`src/rtl/tcp_slow_path_send_q.sv`:
```
// Slow-path TX send queue: buffers SYN-ACK responses
// (hdr, flow ID, IPs) for the TX header stage.
//
// Ports: clk, rst (async, active-high);
//   enqueue side  slow_path_send_pkt_enqueue_{val,pkt,flowid,src_ip,dst_ip,rdy};
//   dequeue side  slow_path_send_q_tx_{val,pkt,flowid,src_ip,dst_ip},
//                 tx_slow_path_send_q_rdy;
//   status        slow_path_send_q_occupancy,
//                 slow_path_send_q_drop_cnt (SLOW_PATH_SEND_Q_DROP_EN only).
// Macro SLOW_PATH_SEND_Q_DROP_EN: never back-pressure; drop when full.
`ifndef IP_ADDR_W
`define IP_ADDR_W 32
`endif

package tcp_pkg;
  localparam int FLOWID_W = 8;

  typedef struct packed {
    logic [15:0] src_port;
    logic [15:0] dst_port;
    logic [31:0] seq_num;
    logic [31:0] ack_num;
    logic [7:0]  flags;
    logic [15:0] window;
  } tcp_pkt_hdr;

  typedef struct packed {
    tcp_pkt_hdr              pkt;
    logic [FLOWID_W-1:0]     flowid;
    logic [`IP_ADDR_W-1:0]   src_ip;
    logic [`IP_ADDR_W-1:0]   dst_ip;
  } send_q_entry_t;
endpackage

module tcp_slow_path_send_q
  import tcp_pkg::*;
#(
  parameter int DEPTH   = 8,
  parameter int DEPTH_W = $clog2(DEPTH)
) (
  input  logic                  clk,
  input  logic                  rst,
  input  logic                  slow_path_send_pkt_enqueue_val,
  input  tcp_pkt_hdr            slow_path_send_pkt_enqueue_pkt,
  input  logic [FLOWID_W-1:0]   slow_path_send_pkt_enqueue_flowid,
  input  logic [`IP_ADDR_W-1:0] slow_path_send_pkt_enqueue_src_ip,
  input  logic [`IP_ADDR_W-1:0] slow_path_send_pkt_enqueue_dst_ip,
  output logic                  slow_path_send_pkt_enqueue_rdy,
  output logic                  slow_path_send_q_tx_val,
  output tcp_pkt_hdr            slow_path_send_q_tx_pkt,
  output logic [FLOWID_W-1:0]   slow_path_send_q_tx_flowid,
  output logic [`IP_ADDR_W-1:0] slow_path_send_q_tx_src_ip,
  output logic [`IP_ADDR_W-1:0] slow_path_send_q_tx_dst_ip,
  input  logic                  tx_slow_path_send_q_rdy,
  output logic [DEPTH_W:0]      slow_path_send_q_occupancy
`ifdef SLOW_PATH_SEND_Q_DROP_EN
  ,
  output logic [31:0]           slow_path_send_q_drop_cnt
`endif
);

  send_q_entry_t        mem [DEPTH-1];
  send_q_entry_t        in_e;
  send_q_entry_t        out_q;
  logic [DEPTH_W-1:0]   wr_ptr;
  logic [DEPTH_W-1:0]   rd_ptr;
  logic [DEPTH_W-1:0]   ram_cnt;
  logic                 tx_val_q;
  logic [DEPTH_W:0]     occ_q;

  logic full;
  logic enq;
  logic deq;
  logic load;
  logic ram_ne;
  logic ram_rd;
  logic byp;
  logic ram_wr;

  // RAM holds DEPTH-1 entries, so pointers wrap at DEPTH-2.
  function automatic logic [DEPTH_W-1:0] nxt(
    input logic [DEPTH_W-1:0] p
  );
    return (p == DEPTH_W'(DEPTH-2)) ? '0 : p + 1'b1;
  endfunction

  assign in_e = '{
    pkt:    slow_path_send_pkt_enqueue_pkt,
    flowid: slow_path_send_pkt_enqueue_flowid,
    src_ip: slow_path_send_pkt_enqueue_src_ip,
    dst_ip: slow_path_send_pkt_enqueue_dst_ip
  };

  assign full = (occ_q == (DEPTH_W+1)'(DEPTH));

`ifdef SLOW_PATH_SEND_Q_DROP_EN
  assign slow_path_send_pkt_enqueue_rdy = 1'b1;
`else
  assign slow_path_send_pkt_enqueue_rdy = !full;
`endif

  // A full queue never accepts, in either build.
  assign enq    = slow_path_send_pkt_enqueue_val && !full;
  assign deq    = tx_val_q && tx_slow_path_send_q_rdy;
  assign load   = !tx_val_q || deq;
  assign ram_ne = (ram_cnt != '0);
  assign ram_rd = load && ram_ne;
  assign byp    = load && !ram_ne && enq;
  assign ram_wr = enq && !byp;

  always_ff @(posedge clk) begin
    if (ram_wr)
      mem[wr_ptr] <= in_e;
  end

  always_ff @(posedge clk or posedge rst) begin
    if (rst) begin
      wr_ptr   <= '0;
      rd_ptr   <= '0;
      ram_cnt  <= '0;
      out_q    <= '0;
      tx_val_q <= 1'b0;
      occ_q    <= '0;
    end else begin
      if (ram_wr)
        wr_ptr <= nxt(wr_ptr);
      if (ram_rd)
        rd_ptr <= nxt(rd_ptr);
      ram_cnt <= ram_cnt + DEPTH_W'(ram_wr)
                         - DEPTH_W'(ram_rd);
      if (ram_rd) begin
        out_q    <= mem[rd_ptr];
        tx_val_q <= 1'b1;
      end else if (byp) begin
        out_q    <= in_e;
        tx_val_q <= 1'b1;
      end else if (deq) begin
        tx_val_q <= 1'b0;
      end
      if (enq && !deq)
        occ_q <= occ_q + 1'b1;
      else if (deq && !enq)
        occ_q <= occ_q - 1'b1;
    end
  end

`ifdef SLOW_PATH_SEND_Q_DROP_EN
  logic [31:0] drop_q;

  always_ff @(posedge clk or posedge rst) begin
    if (rst)
      drop_q <= '0;
    else if (slow_path_send_pkt_enqueue_val && full
             && drop_q != 32'hFFFF_FFFF)
      drop_q <= drop_q + 1'b1;
  end

  assign slow_path_send_q_drop_cnt = drop_q;
`endif

  assign slow_path_send_q_tx_val    = tx_val_q;
  assign slow_path_send_q_tx_pkt    = out_q.pkt;
  assign slow_path_send_q_tx_flowid = out_q.flowid;
  assign slow_path_send_q_tx_src_ip = out_q.src_ip;
  assign slow_path_send_q_tx_dst_ip = out_q.dst_ip;
  assign slow_path_send_q_occupancy = occ_q;

endmodule

```
`config.mk`:
```
export PLATFORM = sky130hd
export DESIGN_NAME = tcp_slow_path_send_q
export DESIGN_NICKNAME = d
export VERILOG_FILES = /design/src/rtl/tcp_slow_path_send_q.sv
export SDC_FILE = /design/constraint.sdc
export NUM_CORES = 2
export LEC_CHECK = 0
export ABC_CLOCK_PERIOD_IN_PS = 36200
export CAP_MARGIN = 30
export CORE_MARGIN = 1
export CORE_UTILIZATION = 55
export DETAILED_ROUTE_END_ITERATION = 10
export PLACE_DENSITY = 0.72
export SLEW_MARGIN = 25
export SYNTH_ARGS = -nofsm -noshare
export SYNTH_HDL_FRONTEND = slang
export SYNTH_SLANG_ARGS = --single-unit
```
`constraint.sdc`:
```
create_clock -name clk -period 36.2 [get_ports clk]
set_clock_uncertainty 0.15 [all_clocks]
set_input_delay 9.05 -clock clk [delete_from_list [all_inputs] [get_ports clk]]
set_output_delay 9.05 -clock clk [all_outputs]
set_load 0.01 [all_outputs]
```
Yosys cells after proc, flatten, opt, wreduce, memory -nomap -nowiden
Memory sizes are Yosys's and may differ from the RTL's.
Index checks and enable logic that the tools add are counted.

cells by class
  add/sub/neg operators = 6
  equal/unequal tests = 3
  muxes and demuxes = 11
  reduce and logical (&&, ||, !) cells = 19

operator list
  operator               count
  $mux W192              2
  $logic_and A1 B1 Y1    8
  $mux W4                2
  $add A3 B1 Y3 const B  2
  $eq A3 B3 Y1 const B   2
  $logic_not A1 Y1       6
  $mux W3                2
  $reduce_bool A3 Y1     2
  $mux W1                5
  $add A4 B1 Y4 const B  1
  $eq A4 B4 Y1 const B   1
  $reduce_bool A2 Y1     2
  $sub A4 B1 Y4 const B  1
  $add A3 B1 Y3          1
  $sub A3 B1 Y3          1
  $logic_or A1 B1 Y1     1

storage, ports and cells
  register bits = 206
  memory bits (writable) = 1344
  bits of input ports = 196
  output and inout port bits = 198
  logic and storage cells = 54
  memories kept = 1

memory list
  memory  depth  width  read ports  clocked after Yosys merged registers in  write ports  line  RTL
  mem     7      192    1           0                                        1            62    send_q_entry_t mem [DEPTH-1];

Depth between registers and ports, before layout
  depth after elaboration = 8
  mapped depth = 11
  depth with buffers taken out = 10

Worst setup path before layout
No wires, ideal clock.

  path type = input to register
  start = in tx_slow_path_send_q_rdy
  end = mem mem[0][0] (netlist bit), enable pin
  library setup time = 1.214 ns
  arrival = 27.538 ns
  data required time = 34.836 ns
  setup slack = 7.298 ns
  cell stages on the path = 3
  path buffers = 0
  path through = nor2b_1 -> o211ai_1 -> nor4_1

between the ends
  word-level cells in the longest chain between the ends = 8

ends and longest elaborated chain
  element                            line  RTL
  start, declared                    54    input logic tx_slow_path_send_q_rdy,
  $logic_and A1 B1 Y1                104   assign deq = tx_val_q && tx_slow_path_send_q_rdy;
  $logic_or A1 B1 Y1                 105   assign load = !tx_val_q || deq;
  $logic_and A1 B1 Y1 (2 in series)  108   assign byp = load && !ram_ne && enq;
  $logic_not A1 Y1                   109   assign ram_wr = enq && !byp;
  $logic_and A1 B1 Y1                109
  $mux W1                            112   if (ram_wr)
  $mux W1 (not written as such)      113   mem[wr_ptr] <= in_e;
  end, declared                      62

Every way passes these cells.

Final worst setup path
  start = in tx_slow_path_send_q_rdy
  end = mem mem[1][133] (netlist bit), enable pin

Same word-level chain as after synthesis.

==> flow_summary.yaml <==
run_status:
  status: "finished, final reports clean"
hold_path:
  hp-class: "flop to flop"
  min_from: "slow_path_send_q_tx_pkt[49]"
detailed_routing:
  routed_wl_um: 136000
  antenna_left: 0
  num_vias: 32600
  drt_pass1_iterations: 7
  drc: 0
  routedWlPerCell_um: 25.7
  avgViaCountPerCell: 6.15
  drtIter0Drc: 2594
power_and_ir_drop:
  p_int_mw: 3.98
  finalPower_mw: 5.75
  switching_share: 0.309
  p_seq_frac: 0.427
  ir_drop_v: 0.0000775
  power_density_nw_per_um2: 81.3
  comb_power_share: 0.304
  p_clk_frac: 0.269
  switchingPower_mw: 1.78
  leakagePower_nw: 24.3
sta:
  hold_ws_ns: 0.358
  relSlewSlack: 0.275
  fin_ws_ns: 23.98
  fmax_mhz: 81.8
  min_period_ns: 12.22
  drv_slew: 0
  setup_violations: 0
  finalHoldViolations: 0
  rsz0062_at_grt: "false"
  fin_setup_tns_ns: 0
  tightestPinTransition_ns: 1.09
  finalCritPeriodShare: 0.338
yosys:
  synth_flop_cell: "edfxtp_1"
  synth_cells: 3384
  synth_cell_types: 43
  async_flop_share: 0.133
  yosysSeqAreaShare: 0.754
  synthTopCellsByArea: "edfxtp_1 67%, dfrtp_1 8.5%, mux2i_1 5.9%"
  synth_top_cell_area_share: 0.669
  yosys.area.top_type: "edfxtp_1"
  syn_avg_cell_area_um2: 17.8
  synth_warnings: 0
  synthesis.area_um2: 60300
  ys_seq_elements: 1550
  syn_nets: 3586
  synthTopCellsByCount: "1344 x edfxtp_1, 357 x mux2i_1, 209 x nand2b_1"
  synth.most_common_cell: "edfxtp_1"
  synth_edf_count: 1344
finish:
  layout-drive-gt1-share: 0.135
  postLayoutCoreUtil: 0.650
  final_cell_area_um2: 70700
  fin_nets: 3956
  syn_to_final_growth_pct: 17.3
  fin_cells: 5302
  fillCellCount: 7336
clock_network:
  cts_buffer_depth: 3
  cts_hold_buf: 0
  cts_tree: "yes"
  cts_inserted_buffers: 153
  clkSlewWorstSetupHoldPaths_ns: 0.06
  postCtsResizedCells: 0
  htree_levels: 4
  post_cts_buffers: 0
  clock_latency_ns: 0.74
  clkSinkCount: 1550
  cts_root_buf: "clkbuf_16"
global_route:
  gr-usage-met1: 0.322
  use_met3: 0.0470
  grt_max_degree: 169
  grt_pass1_vias: 33400
  grt_antenna_before_repair: 18
  grt_util_all_layers: 0.246
  grt-ovfl-total: 0
  grt_pass1_wl_um: 206000
  use_met2: 0.412
  busiest_layer: "met2"
floorplan:
  core_um2: 109000
  io_pins: 394
  die_h_um: 333
  dieWidth_um: 333
  start_util: 0.554
  die_area_um2: 111000
  rows: 121
worst_setup_path:
  crit_fanout: 137
  rrSetupSlack_ns: 30.77
  cp.arrival_ns: 12.41
  cp-end-kind: "flop"
  start_kind: "primary input"
  crit_type: "primary input to flop"
  required_ns: 36.39
  cp-startpoint: "tx_slow_path_send_q_rdy"
  rr_startpoint: "rd_ptr[1]"
placement:
  numPortBuffers: 393
  dp_slack_ns: 23.23
  gp_congestion: 0.776
  dp.final_hpwl_um: 72600
  place_inst: 5008
  placed_cell_area_um2: 65700
run:
  cap_violations: 0
-- power by group through the flow --
stage / logic [mW] / clock network (mW) / registers (mW)
after floorplan: 1.11 / 0 / 2.56
after global placement: 1.70 / 0 / 2.48
after detailed placement: 1.75 / 0 / 2.49
after CTS: 1.76 / 1.57 / 2.46
after global routing: 1.88 / 1.64 / 2.48
final: 1.75 / 1.55 / 2.46
-- registers in the layout, summed over array words and instances (netlist names), 4 cells and up --
signal                      flops
mem                          1344
slow_path_send_q_tx_flowid      8
slow_path_send_q_tx_src_ip     32
slow_path_send_q_tx_pkt       120
slow_path_send_q_occupancy      4
slow_path_send_q_tx_dst_ip     32
-- area by class of cell --
cell class	instances	area, um^2	share of cell area
flip-flops and latches	1550	45500	0.643
multi-input cells	1590	13800	0.195
repair buffers	452	4690	0.0663
clock buffers	204	4210	0.0596
well taps	1414	1770	0.0250
clock inverters	78	727	0.0103
inverters	7	33.8	0.000478
diodes	7	17.5	0.000248
-- final timing paths --
check	cells past startpoint	end
setup / recovery	7	mem[1][133]
hold / removal	1	slow_path_send_q_tx_pkt[49]
setup reg to reg	9	slow_path_send_q_tx_pkt[20]
hold reg to reg	1	slow_path_send_q_tx_pkt[49]
max in group asynchronous	3	slow_path_send_q_tx_pkt[90]
min in group asynchronous	2	slow_path_send_q_tx_pkt[56]
-- layout by cell type, fill, tap and decap left out, types with 5 or more instances in the layout --
| master | n |
|---|---|
| a21o_1 | 5 |
| a21oi_1 | 181 |
| a221o_1 | 178 |
| buf_12 | 9 |
| buf_16 | 10 |
| buf_4 | 39 |
| bufinv_16 | 11 |
| clkbuf_1 | 35 |
| clkbuf_16 | 156 |
| clkbuf_8 | 13 |
| clkdlybuf4s50_1 | 393 |
| clkinv_1 | 21 |
| clkinv_2 | 32 |
| dfrtp_1 | 203 |
| diode_2 | 7 |
| edfxtp_1 | 1344 |
| inv_1 | 5 |
| inv_6 | 5 |
| mux2_2 | 194 |
| mux2i_1 | 357 |
| mux4_2 | 13 |
| nand2_1 | 7 |
| nand2b_1 | 208 |
| nand3_1 | 15 |
| o211ai_1 | 193 |
| o221a_2 | 14 |
| o22a_1 | 178 |
-- routing by layer --
layer  up-vias  share of wire
met1     16900           0.41
met4        20          0.030
met5         -        0.00091
met3       240          0.062
li1      14400              -
met2      1085           0.50
-- critical path, stage by stage --
cell             delay, ns
clkdlybuf4s50_1       0.44
nor2b_1               0.31
o211ai_1              0.26
or3b_2                0.58
nor2_4                0.13
buf_12                0.67
buf_4                 0.87
-- kinds of logic (layout without fill, tap and decap cells) --
logic type | Yosys count | count (layout) | share of synthesized area
DFF | 1550 | 1550 | 0.754
AOI/OAI and AO/OA | 763 | 763 | 0.0994
muxes | 564 | 564 | 0.100
and+or+nand+nor | 253 | 253 | 0.0254
buffers and inverters | 244 | 741 | 0.0185
adders and majority gates | 6 | 6 | 0.00149
xor gates and xnor gates | 4 | 4 | 0.000581
other | 0 | 7 | 0
Power figures use the tool's default switching activity.
